--- src/rtl/aclk_controller_if.sv ---
// Keypad/button/display bundle between the alarm-clock control FSM and its
// surroundings. master drives keys/buttons/tick, slave drives datapath controls.
interface aclk_controller_if;
  logic       one_second;
  logic [3:0] key;
  logic       alarm_button;
  logic       time_button;
  logic       shift;
  logic       show_new_time;
  logic       show_a;
  logic       load_new_a;
  logic       load_new_c;
  logic [2:0] digit_count;

  modport master (
    output one_second,
    output key,
    output alarm_button,
    output time_button,
    input  shift,
    input  show_new_time,
    input  show_a,
    input  load_new_a,
    input  load_new_c,
    input  digit_count
  );

  modport slave (
    input  one_second,
    input  key,
    input  alarm_button,
    input  time_button,
    output shift,
    output show_new_time,
    output show_a,
    output load_new_a,
    output load_new_c,
    output digit_count
  );
endinterface

--- src/rtl/aclk_controller.sv ---
// Alarm-clock control FSM: keypad entry, time/alarm load, alarm display, timeout.
// Ports: clk, reset (async, active-high), bus (slave: key/buttons/one_second in,
// shift/show_new_time/show_a/load_new_a/load_new_c/digit_count out).
module aclk_controller #(
  parameter int unsigned TIMEOUT_SEC = 10
) (
  input  logic              clk,
  input  logic              reset,
  aclk_controller_if.slave  bus
);

  typedef enum logic [2:0] {
    SHOW_TIME,
    SHOW_ALARM,
    KEY_STORED,
    KEY_WAITED,
    KEY_ENTRY,
    SET_ALARM_TIME,
    SET_CURRENT_TIME
  } state_t;

  localparam logic [3:0] TO_MAX = 4'(TIMEOUT_SEC);
  localparam logic [2:0] DIG_MAX = 3'd4;
  localparam logic [3:0] NOKEY = 4'd10;

  state_t     state_q;
  state_t     state_d;
  logic [3:0] tmo_q;
  logic [3:0] tmo_d;
  logic [2:0] dig_q;
  logic [2:0] dig_d;

  logic key_digit;
  logic key_none;
  logic timeout;
  logic full;

  // Codes 11..15 behave as NOKEY.
  assign key_digit = (bus.key < NOKEY);
  assign key_none  = !key_digit;
  assign timeout   = (tmo_q == TO_MAX);
  assign full      = (dig_q == DIG_MAX);

  always_ff @(posedge clk or posedge reset) begin
    if (reset) begin
      state_q <= SHOW_TIME;
      tmo_q   <= 4'd0;
      dig_q   <= 3'd0;
    end else begin
      state_q <= state_d;
      tmo_q   <= tmo_d;
      dig_q   <= dig_d;
    end
  end

  always_comb begin
    state_d           = state_q;
    bus.shift         = 1'b0;
    bus.show_new_time = 1'b0;
    bus.show_a        = 1'b0;
    bus.load_new_a    = 1'b0;
    bus.load_new_c    = 1'b0;
    case (state_q)
      SHOW_TIME: begin
        if (bus.alarm_button) begin
          state_d = SHOW_ALARM;
        end else if (key_digit) begin
          state_d = KEY_STORED;
        end
      end
      SHOW_ALARM: begin
        bus.show_a = 1'b1;
        if (!bus.alarm_button) begin
          state_d = SHOW_TIME;
        end
      end
      KEY_STORED: begin
        bus.shift         = 1'b1;
        bus.show_new_time = 1'b1;
        state_d           = KEY_WAITED;
      end
      KEY_WAITED: begin
        bus.show_new_time = 1'b1;
        // Waiting for release, so a held key shifts only once.
        if (key_none) begin
          state_d = KEY_ENTRY;
        end else if (timeout) begin
          state_d = SHOW_TIME;
        end
      end
      KEY_ENTRY: begin
        bus.show_new_time = 1'b1;
        if (bus.alarm_button) begin
          state_d = full ? SET_ALARM_TIME : SHOW_TIME;
        end else if (bus.time_button) begin
          state_d = full ? SET_CURRENT_TIME : SHOW_TIME;
        end else if (key_digit) begin
          state_d = KEY_STORED;
        end else if (timeout) begin
          state_d = SHOW_TIME;
        end
      end
      SET_ALARM_TIME: begin
        bus.load_new_a = 1'b1;
        state_d        = SHOW_TIME;
      end
      SET_CURRENT_TIME: begin
        bus.load_new_c = 1'b1;
        state_d        = SHOW_TIME;
      end
      default: begin
        state_d = SHOW_TIME;
      end
    endcase
  end

  // Inactivity counter: restarts on every stored key, saturates at the limit.
  always_comb begin
    tmo_d = tmo_q;
    case (state_q)
      SHOW_TIME,
      KEY_STORED: begin
        tmo_d = 4'd0;
      end
      KEY_WAITED,
      KEY_ENTRY: begin
        if (bus.one_second && !timeout) begin
          tmo_d = tmo_q + 4'd1;
        end
      end
      default: begin
        tmo_d = tmo_q;
      end
    endcase
  end

  // Digits entered this session; the datapath keeps only the last four.
  always_comb begin
    dig_d = dig_q;
    case (state_q)
      SHOW_TIME: begin
        dig_d = 3'd0;
      end
      KEY_STORED: begin
        if (!full) begin
          dig_d = dig_q + 3'd1;
        end
      end
      default: begin
        dig_d = dig_q;
      end
    endcase
  end

  assign bus.digit_count = dig_q;

endmodule
--- src/flat_wrapper.sv ---
// flat-port wrapper written by rule: the top's interface ports become plain ports
module aclk_controller_flat 
#(
  parameter int unsigned TIMEOUT_SEC = 10
)
  (clk, reset, bus_one_second, bus_key, bus_alarm_button, bus_time_button, bus_shift, bus_show_new_time, bus_show_a, bus_load_new_a, bus_load_new_c, bus_digit_count);
  aclk_controller_if bus_i ();
  input  logic clk;
  input  logic reset;
  input wire logic [$bits(bus_i.one_second)-1:0] bus_one_second;
  input wire logic [$bits(bus_i.key)-1:0] bus_key;
  input wire logic [$bits(bus_i.alarm_button)-1:0] bus_alarm_button;
  input wire logic [$bits(bus_i.time_button)-1:0] bus_time_button;
  output wire logic [$bits(bus_i.shift)-1:0] bus_shift;
  output wire logic [$bits(bus_i.show_new_time)-1:0] bus_show_new_time;
  output wire logic [$bits(bus_i.show_a)-1:0] bus_show_a;
  output wire logic [$bits(bus_i.load_new_a)-1:0] bus_load_new_a;
  output wire logic [$bits(bus_i.load_new_c)-1:0] bus_load_new_c;
  output wire logic [$bits(bus_i.digit_count)-1:0] bus_digit_count;
  assign bus_i.one_second = bus_one_second;
  assign bus_i.key = bus_key;
  assign bus_i.alarm_button = bus_alarm_button;
  assign bus_i.time_button = bus_time_button;
  assign bus_shift = bus_i.shift;
  assign bus_show_new_time = bus_i.show_new_time;
  assign bus_show_a = bus_i.show_a;
  assign bus_load_new_a = bus_i.load_new_a;
  assign bus_load_new_c = bus_i.load_new_c;
  assign bus_digit_count = bus_i.digit_count;
  aclk_controller #(.TIMEOUT_SEC(TIMEOUT_SEC)) u_core (.clk(clk), .reset(reset), .bus(bus_i));
endmodule
--- config.mk ---
export PLATFORM = sky130hd
export DESIGN_NAME = aclk_controller_flat
export DESIGN_NICKNAME = d
export VERILOG_FILES = /design/src/rtl/aclk_controller_if.sv /design/src/rtl/aclk_controller.sv /design/src/flat_wrapper.sv
export SDC_FILE = /design/constraint.sdc
export NUM_CORES = 1
export LEC_CHECK = 0
export CAP_MARGIN = 5
export CORE_AREA = 2 2 41 43
export DETAILED_ROUTE_END_ITERATION = 10
export DIE_AREA = 0 0 43 45
export GPL_TIMING_DRIVEN = 0
export PLACE_DENSITY = 0.76
export SYNTH_ARGS = -nofsm -noshare
export SYNTH_HDL_FRONTEND = slang
export SYNTH_SLANG_ARGS = --single-unit
--- constraint.sdc ---
create_clock -name clk -period 2 [get_ports clk]
set_clock_uncertainty 0.1 [all_clocks]
set_input_delay 0.5 -clock clk [delete_from_list [all_inputs] [get_ports clk]]
set_output_delay 0.5 -clock clk [all_outputs]
set_load 0.03 [all_outputs]
==> flow_summary.toml <==
[die]
die_w_um = 43
coreArea_um2 = 1470
die_h_um = 45
dieArea_um2 = 1940
start_util_pct = 46.6
row_count = 14
ios = 17

[routing]
drt_wl_total_um = 1820
drt_iter0_markers = 29
viasPerCell = 5.92
drc = 0
antenna_left = 0
dr_total_vias = 728
wire_per_inst_um = 14.8
drt_first_pass_iters = 4

[worst_setup_path]
worstPathArrival_ns = 1.37
cp.required_ns = 1.40
slowest_stage = "dfrtp_2"
slowest_delay_ns = 0.44
crit_fanout = 6
cp-end-kind = "primary output"
startpoint_type = "flip-flop"
cp-startpoint = "u_core.state_q[2]"
r2r_start = "u_core.tmo_q[0]"
critical_path_class = "flip-flop to primary output"
worstPathCellList = "or3b_4, o21ai_2, buf_4"

[pwr]
p_per_area_nw_per_um2 = 1130
power_mw = 1.08
cellLeakagePower_nw = 0.443
ir_worst_vdd_mv = 0.672

[clock_network]
clock_path_buffers = 2
cts_buffers = 3
clock_sinks = 10
clockRootBuffer = "clkbuf_4"
cts_tree = "built"
clkLatencyLatePin_ns = 0.28
h-tree-depth = 1
clkTransAtPathRegs_ns = 0.08

[synth]
netlist_area_um2 = 686
synthTopCellsByArea = "dfrtp_1, o21ai_0, ha_1"
yosys.area.top_type_share_pct = 36.5
synth_cell_types = 28
ys_warn_count = 0
ys_seq_area_share_pct = 36.5
synth_nets = 97
synth_top_area_cell = "dfrtp_1"
ys_ff_latch = 10
netlist_instances = 84
syn_avg_cell_area_um2 = 8.16

[sta]
slew_headroom_pct = 62.9
period_needed_ns = 1.97
rsz0062_at_grt = "true"
fin_setup_tns_ns = 0
worst_pin_slew_ns = 0.551
finalHoldViolCount = 0
maxSlewViolCount = 0
max_freq_ghz = 0.508
finalCritPeriodShare_pct = 98.5
timing.hold.ws_ns = 0.396
finalSetupViolCount = 0
fin_ws_ns = 0.0299

[placement]
io_buffer_count = 15
dp.cells = 115
gp_congestion = 0.791
dpl_worst_slack_ns = -0.337
dpl.hpwl_um = 1210

[global_route]
antenna_found_initial = 0
grt_usage_pct = 20.6
grt.busiest_layer = "met2"
grt_max_degree = 11
grt_pass1_wl_um = 2970
grt.overflow.total = 0
use_met1_pct = 22.7
met3_usage_pct = 2.80
grtUsageMet2_pct = 37.3
grt_pass1_vias = 717

[final_layout]
drive_above_1_share_pct = 21.5
area_growth_pct = 39.1
nets = 121
final-instance-count-excl-fill = 123
insertedDiodeCount = 0

[hold_path]
worstHoldPathType = "input port to async pin"

[flow_run]
cap_violations = 0

[outcome]
outcome = "complete, no violations"
## critical path, delay by kind of cell (launching register included)
kind,cells,cell delay (ns)
AO/OA/AOI/OAI,1,0.07
buffers and inverters,1,0.17
flip-flops,1,0.44
AND/OR/NAND/NOR,1,0.42
## routing by layer
metal / wire length, um / vias to the layer above
met1: 732 / 338
met2: 950 / 30
li1: - / 354
met3: 91 / 6
met4: 45 / 0
met5: 0 / -
## cell usage after synthesis
cell	number
buf_2	2
o22ai_1	2
nand4_1	1
o211ai_1	1
a311o_1	1
a21boi_0	1
a31oi_1	6
dfrtp_1	10
nor2_1	5
o21ai_0	11
nand3b_1	2
and2_1	1
nand2_1	8
a211o_1	1
a41oi_1	1
ha_1	4
a32o_1	1
inv_1	5
nand2_2	1
a211oi_1	1
nor3b_1	1
or3_1	1
nand3_1	2
or3b_4	1
a21oi_1	6
clkbuf_1	1
nor3_1	3
nor2b_1	4
## registers in the layout, summed over array words and instances (netlist names)
register	flops
u_core.bus.digit_count	3
u_core.state_q	3
u_core.tmo_q	4
## final timing paths
| path | depth (start not counted) | endpoint | slack, ns |
|---|---|---|---|
| max in group asynchronous | 2 | u_core.state_q[2] | 1.10 |
| min in group clk | 1 | u_core.tmo_q[0] | 0.44 |
| worst max register to register | 6 | u_core.state_q[2] | 0.40 |
| worst min-delay path | 2 | u_core.tmo_q[1] | 0.40 |
| worst min register to register | 1 | u_core.tmo_q[0] | 0.44 |
| worst max-delay path | 3 | bus_show_new_time | 0.03 |
## report_power, final
| part | total [mW] | internal [mW] | switching, mW |
|---|---|---|---|
| clock network | 0.194 | 0.111 | 0.0830 |
| registers | 0.315 | 0.252 | 0.0627 |
| logic | 0.569 | 0.241 | 0.328 |
| total | 1.08 | 0.604 | 0.474 |
## layout by cell type (no fill, tap or decap), drive strengths merged
cell type      count
a211o              1
a211oi             1
a21boi             1
a21oi              6
a311o              1
a31oi              6
a32o               1
a41oi              1
and2               1
buf               10
clkbuf             6
clkdlybuf4s50      8
dfrtp             10
dlymetal6s2s       2
ha                 4
inv                5
nand2              9
nand3              2
nand3b             2
nand4              1
nor2               5
nor2b              4
nor3               3
nor3b              1
o211ai             1
o21ai             11
o22ai              2
or3                1
or3b               1
## stage by stage
| step | util, % | instance area [um2] |
|---|---|---|
| floorplan | - | 686 |
| global placement | 58.2 | 856 |
| detailed placement | 58.2 | 856 |
| CTS | 62.0 | 912 |
| global route | 64.8 | 953 |
| finish | 64.8 | 953 |
## cells by family after synthesis
logic type | after synthesis | share of synthesized area [%]
compound gates | 32 | 28.5
fa+ha+maj | 4 | 7.30
buf+inv | 8 | 4.74
flops | 10 | 36.5
simple gates | 30 | 23.0
## final cells by class
| class | instances | area [um2] |
|---|---|---|
| multi-input combinational | 66 | 430 |
| timing repair buffer | 19 | 173 |
| tap | 16 | 20.0 |
| inverter | 5 | 18.8 |
| buffer | 3 | 23.8 |
| fill | 145 | 518 |
| sequential | 10 | 251 |
| clock buffer | 4 | 36.3 |
## what timing repair did
item | 4_1_cts | 5_1_grt
gates cloned | 0 | 0
hold buffers | 0 | 0
resized for setup | 34 | 16
pin swaps | 1 | 0
endpoints found under the setup margin | 5 | 7
setup buffers | 4 | 0
Power figures use the tool's default switching activity.
